===== src/rtl/enable_generator_multi.sv =====
// Shadow-loaded sawtooth/triangle timebase driving N_CHANNELS phase-staggered
// enable pulses and a terminal-count pulse, all registered one clock after the match.
module enable_generator_multi #(
    parameter int COUNTER_WIDTH            = 32,
    parameter int N_CHANNELS               = 4,
    parameter int EXTERNAL_TIMEBASE_ENABLE = 0
) (
    input  logic                                 clock,
    input  logic                                 reset,
    input  logic                                 external_timebase,
    input  logic                                 pause,
    input  logic                                 gen_enable_in,
    input  logic                                 count_mode,
    input  logic [COUNTER_WIDTH-1:0]             period,
    input  logic [N_CHANNELS*COUNTER_WIDTH-1:0]  thresholds,
    output logic [COUNTER_WIDTH-1:0]             counter_out,
    output logic                                 direction_out,
    output logic [N_CHANNELS-1:0]                enable_out,
    output logic                                 tc_out
);
    localparam logic [COUNTER_WIDTH-1:0] ONE = COUNTER_WIDTH'(1);

    logic [COUNTER_WIDTH-1:0]            r_counter;
    logic                                r_dir;
    logic [N_CHANNELS-1:0]               r_enable;
    logic                                r_tc;
    logic [COUNTER_WIDTH-1:0]            r_period;
    logic [N_CHANNELS*COUNTER_WIDTH-1:0] r_thresholds;
    logic                                r_mode;

    logic                     w_tick;
    logic                     w_active;
    logic                     w_step;
    logic                     w_load;
    logic                     w_tc;
    logic [COUNTER_WIDTH-1:0] w_pm1;
    logic [N_CHANNELS-1:0]    w_match;

    assign w_tick   = (EXTERNAL_TIMEBASE_ENABLE != 0) ? external_timebase : 1'b1;
    assign w_active = gen_enable_in && (r_period != '0);
    assign w_step   = w_tick && !pause;
    // Shadow reloads only at the period start so a period never mixes old and new values.
    assign w_load   = !gen_enable_in || ((r_counter == '0) && !r_dir);
    assign w_pm1    = r_period - ONE;

    // Last count before returning to 0: P-1 in sawtooth, 1 on the way down in triangle.
    assign w_tc = r_mode ? ((r_counter == ONE) && (r_dir || (r_period == ONE)))
                         : (r_counter == w_pm1);

    for (genvar gi = 0; gi < N_CHANNELS; gi++) begin : g_match
        assign w_match[gi] = (r_counter == r_thresholds[gi*COUNTER_WIDTH +: COUNTER_WIDTH]);
    end

    always_ff @(posedge clock) begin
        if (!reset) begin
            r_counter    <= '0;
            r_dir        <= 1'b0;
            r_enable     <= '0;
            r_tc         <= 1'b0;
            r_period     <= '0;
            r_thresholds <= '0;
            r_mode       <= 1'b0;
        end else begin
            if (w_load) begin
                r_period     <= period;
                r_thresholds <= thresholds;
                r_mode       <= count_mode;
            end
            r_enable <= '0;
            r_tc     <= 1'b0;
            if (!w_active) begin
                if (w_tick) begin
                    r_counter <= '0;
                    r_dir     <= 1'b0;
                end
            end else if (w_step) begin
                r_enable <= r_dir ? '0 : w_match;
                r_tc     <= w_tc;
                if (!r_mode) begin
                    r_dir     <= 1'b0;
                    r_counter <= (r_counter >= w_pm1) ? '0 : r_counter + ONE;
                end else if (!r_dir) begin
                    if (r_counter >= r_period) begin
                        // P=1 turns straight back to 0 and stays counting up.
                        r_counter <= w_pm1;
                        r_dir     <= (w_pm1 != '0);
                    end else begin
                        r_counter <= r_counter + ONE;
                    end
                end else if (r_counter <= ONE) begin
                    r_counter <= '0;
                    r_dir     <= 1'b0;
                end else begin
                    r_counter <= r_counter - ONE;
                end
            end
        end
    end

    assign counter_out   = r_counter;
    assign direction_out = r_dir;
    assign enable_out    = r_enable;
    assign tc_out        = r_tc;
endmodule


===== config.mk =====
export PLATFORM = sky130hd
export DESIGN_NAME = enable_generator_multi
export DESIGN_NICKNAME = d
export VERILOG_FILES = /design/src/rtl/enable_generator_multi.sv
export SDC_FILE = /design/constraint.sdc
export NUM_CORES = 1
export LEC_CHECK = 0
export BUFFER_PORTS_ARGS = -buffer_cell sky130_fd_sc_hd__buf_2
export CAP_MARGIN = 20
export CORE_ASPECT_RATIO = 1.5
export CORE_MARGIN = 3
export CORE_UTILIZATION = 35
export DETAILED_ROUTE_END_ITERATION = 16
export HOLD_SLACK_MARGIN = 0.03
export PLACE_DENSITY = 0.65
export SETUP_SLACK_MARGIN = 0.1
export SYNTH_ARGS = -nofsm -noshare
export SYNTH_HDL_FRONTEND = slang
export SYNTH_SLANG_ARGS = --single-unit

===== constraint.sdc =====
create_clock -name clock -period 6.1 [get_ports clock]
set_input_delay 0.305 -clock clock [delete_from_list [all_inputs] [get_ports clock]]
set_output_delay 0.305 -clock clock [all_outputs]
set_load 0.01 [all_outputs]

; ---- Yosys cells after proc, flatten, opt, wreduce, memory -nomap -nowiden
; Cells that the tools add are included.
[word_totals]
n_memories = 0
ram_bits = 0
rom_bits = 0
latchBits = 0
ff_bits = 199
out_inout_bits = 38
in_bits = 166
[classes]
order_cmp = 3
n_div = 0
n_eq_ne = 7
n_addsub = 3
bitwise = 2
mux = 10
n_shift = 0
n_mul = 0
reduce_logical = 13
[ops]
columns = cell, count
row1 = $eq 32x32->1, 5
row2 = $mux 32, 5
row3 = $eq 32x1->1 const B, 2
row4 = $ge 32x32->1, 2
row5 = $reduce_bool 32->1, 2
row6 = $sub 32x1->32 const B, 2
row7 = $add 32x1->32 const B, 1
row8 = $le 32x1->1 const B, 1
row9 = $logic_not 32->1, 1
row10 = $mux 1, 5
row11 = $reduce_or 4->1, 1
row12 = $logic_and 1x1->1, 3
row13 = $reduce_or 3->1, 1
row14 = $logic_not 1->1, 2
row15 = $logic_or 1x1->1, 2
row16 = $not 1->1, 2
row17 = $reduce_and 2->1, 1

; ---- Logic depth before layout (Yosys ltp)
[depth]
ltp_word = 5
ltp_mapped = 17

; ---- Worst setup path after synthesis
; Ideal clock, no wire load.
[synth_timing]
path_kind = flip-flop to flip-flop
startpoint = register r_period[2]
endpoint = register r_counter[13], in the netlist counter_out[13]
slack_ps = 1720
path_stages_with_launch = 18
period_less_slack_ps = 4380
arrival_time_ps = 4266
cell_sequence = dfxtp_1 -> buf_6 -> or4_4 -> buf_6 -> nor4b_4 -> nand4_1 -> nor4_1 -> xnor2_1 -> ha_1 -> nand4_1 -> nor4_1 -> nand3_1 -> o211ai_1 -> a21oi_1 -> o21ai_0 -> clkbuf_1 -> o21ai_0 -> a21o_1
[synth_between]
elab_chain_cells = 4
word_cells_on_any_way = 10
[synth_rtl]
columns = item, line
row1 = "start, declared", 27  ; logic [COUNTER_WIDTH-1:0] r_period;
row2 = "start signal, assigned", 65  ; r_period <= period;
row3 = $sub 32x1->32 / $ge 32x32->1 (equally long branches), "44, 83"
row4 = $ge 32x32->1 / $mux 32 (equally long branches), "81, 83"
row5 = "$mux 32, on equally long branches", "81, 82"
row6 = $mux 32, 79  ; if (!r_mode) begin
row7 = "end signal, assigned", 81  ; r_counter <= (r_counter >= w_pm1) ? '0 : r_counter + ONE;
row8 = "end signal, assigned", 85  ; r_counter <= w_pm1;
row9 = "end signal, assigned", 88  ; r_counter <= r_counter + ONE;
row10 = "end, declared", 23  ; logic [COUNTER_WIDTH-1:0] r_counter;
; Several ways; a longest one is shown, not always the timed one.
; A chain may end at the register's enable or synchronous reset.

; ---- Worst setup path after layout
[layout_timing]
startpoint = register r_period[6]
endpoint = register r_counter[24], in the netlist counter_out[24]
; The elaborated chain is that of the path after synthesis.

==> results.cfg <==
[cts]
ctsHtreeMaxLevel = 4
postCtsSetupBuffers = 0
clk_pin_slew_ns = 0.08
cts_tree = done
root_buffer = clkbuf_16
cts_resized = 0
numCtsBuffers = 17
cts_buffer_depth = 2
postCtsHoldBufs = 0
clock_sinks = 199
clk_latency_ns = 0.47

[pwr]
power_frac_comb_pct = 30.6
swShare_pct = 37.6
clockPowerShare_pct = 30.6
power_frac_seq_pct = 38.8
ir_drop_uv = 167
powerDensity_nw_per_um2 = 275
intPower_mw = 2.55
p_leak_nw = 6.87
p_sw_mw = 1.53

[global_routing]
grt_max_degree = 115
antenna_found_initial = 0
gr-usage-all-layers_pct = 24.2
grt_pass1_wl_um = 72000
overflow = 0
grt_pass1_vias = 12500

[final_layout]
instances_no_fill = 2270
syn_to_final_growth_pct = 16.8
n_fill_cell = 3660
diodes = 0
drive_above_1_share_pct = 16.4
fin_util_pct = 41.9
num-nets-final = 2022
post-route-cell-area_um2 = 14800

[placement]
dp.final_hpwl_um = 35500
placed_cells = 2238
place.gp.congestion = 0.929
io_buffer_count = 202
post-place-ws_ns = 1.26
place_area_um2 = 14200

[floorplanning]
dieHeight_um = 239
die-area_um2 = 38700
row_count = 84
start_util_pct = 35.9
dieWidth_um = 162
ios = 204
core_um2 = 35400

[synthesis]
syn_area_um2 = 12700
ys_seq_area_share_pct = 31.3
avgSynthCellArea_um2 = 7.78
synth_seq_cells = 199
yosys.cell_types.count = 73
synthFlopType = dfxtp_1
netlist_instances = 1634
synth-edff-count = 0
syn-num-nets = 1872
ys_warn_count = 0
ys_async_sr_fraction_pct = 0

[run]
drv_cap = 0

[sta]
setup_slack_ns = 1.24
tns_ns = 0
maxSlewHeadroom_pct = 31.0
slew_viol_final = 0
final.period_utilization_pct = 79.6
fin_crit_ns = 4.86
fin_skew_ns = 0.0171
rsz0062_at_grt = no
max_freq_mhz = 206
hold_violations = 0
worstMarginPinSlew_ns = 1.03
setup_viol = 0

[worst_setup_path]
path_delay_family = simple AND/OR/NAND/NOR gates
critical-path-max-stage-delay_ns = 0.72
endpoint_kind = flip-flop
start_kind = flip-flop
cp_max_fo = 15
worstPathArrival_ns = 5.21
cp_num_buf_inv = 2
slowest_stage = or4_1
required_ns = 6.46
crit_type = flip-flop to flip-flop
crit_chain = or4_1 > nor4b_4 > buf_4 > nand4_1 > nor4_1 > xnor2_1 > ha_1 > nand4_1 > nor4_1 > nand3_1 > o211ai_1 > a21oi_1 > o21ai_0 > buf_4 > o21ai_0 > a221o_1

[routing]
drc = 0
routedWlPerCell_um = 20.9
dr.pass1.iters = 5
antenna_left = 0
finalWirelength_um = 47500
drt_iter0_drc = 934
vias = 12400
viasPerCell = 5.46

[status]
status = finished, final reports clean

[worst_hold_path]
hold_path_class = input port to flip-flop
-- final cells by class --
type	count	area [um^2]	share of cell area [%]
clock inverters	14	205	1.38
repair buffers	241	1330	8.97
well taps	473	592	3.99
clock buffers	18	439	2.96
multi-input cells	1278	8120	54.7
flip-flops and latches	199	3980	26.8
inverters	47	176	1.19
-- power by group through the flow --
stage | clock [mW] | sequential (mW) | combinational [mW]
2_1_floorplan | 0 | 1.57 | 0.865
5_1_grt | 1.31 | 1.60 | 1.39
3_3_place_gp | 0 | 1.60 | 1.23
4_1_cts | 1.27 | 1.58 | 1.26
6_report | 1.25 | 1.58 | 1.25
3_5_place_dp | 0 | 1.61 | 1.25
-- per-layer routing --
layer	track usage, %	wire, um
met1	28.2	19200
met2	43.7	23700
met3	3.65	2640
met4	10.4	1990
met5	0	0
-- path summary, 6_finish.rpt --
path / from / endpoint / slack (ns) / cells after the start
worst max-delay path: r_period[6] / counter_out[24] / 1.24 / 16
worst min-delay path: period[20] / r_period[20] / 0.08 / 3
worst max register to register: r_period[6] / counter_out[24] / 1.24 / 16
worst min register to register: r_thresholds[115] / r_thresholds[115] / 0.47 / 2
-- worst min-delay path: cells and delay by family --
family / cells / cell delay (ns)
compound gates: 1 / 0.05
simple gates: 1 / 0.04
buf+inv: 1 / 0.10
-- registers in the layout, indices dropped and copies added, names as in the netlist --
signal,count
r_thresholds,128
counter_out,32
r_period,32
enable_out,4
direction_out,1
r_mode,1
tc_out,1
-- cell usage in the layout (no fill, tap or decap), drive strengths merged, types with 8 or more instances in the layout --
cell type and instances:
nor3 39, or4 15, clkbuf 18, nand4 35
buf 241, dfxtp 199, or2 8, inv 54
nand3 32, o211ai 8, and3 11, nor4 54
o21ai 45, nand2 387, nor2 59, a21oi 48
xnor2 46, ha 72, o22ai 13, xor2 134
a21boi 162
-- cell usage after synthesis (all sizes together) (6+ instances only) --
cell type  instances  share of area (%)
nand4             35                1.7
nor2              59                1.7
clkbuf            75                2.2
nand3             32                1.3
a21oi             48                1.9
a211o              6               0.41
dfxtp            199                 31
and3              11               0.54
a31oi              7               0.34
ha                72                7.1
o22ai             13               0.64
nand2            387                 11
o211ai             8               0.47
a211oi             7               0.41
buf               35                1.3
a21boi           162                9.6
nor3              39                1.5
xnor2             46                3.2
o21ai             45                1.8
inv               47                1.4
or4               15               0.92
a221o              6               0.47
nor4              54                2.9
or2                8               0.39
xor2             134                9.2
-- cells by family (layout without fill, tap and decap cells) --
logic type      Yosys count  after routing  synth area share, %
buf+inv                 157            320                 4.93
mux                       4              4                0.325
simple gates            667            667                 24.2
flops                   199            199                 31.3
compound gates          355            355                 19.7
fa+ha+maj                72             72                 7.09
xor+xnor                180            180                 12.5
-- per-stage QoR --
| stage | power (mW) | hold WS, ns |
|---|---|---|
| finish | 4.08 | 0.0801 |
| global route | 4.30 | 0.0691 |
| CTS | 4.10 | 0.0583 |
| detailed placement | 2.86 | 0.459 |
| global placement | 2.83 | 0.453 |
| floorplan | 2.44 | 0.442 |
(Power assumes the default switching activity.)
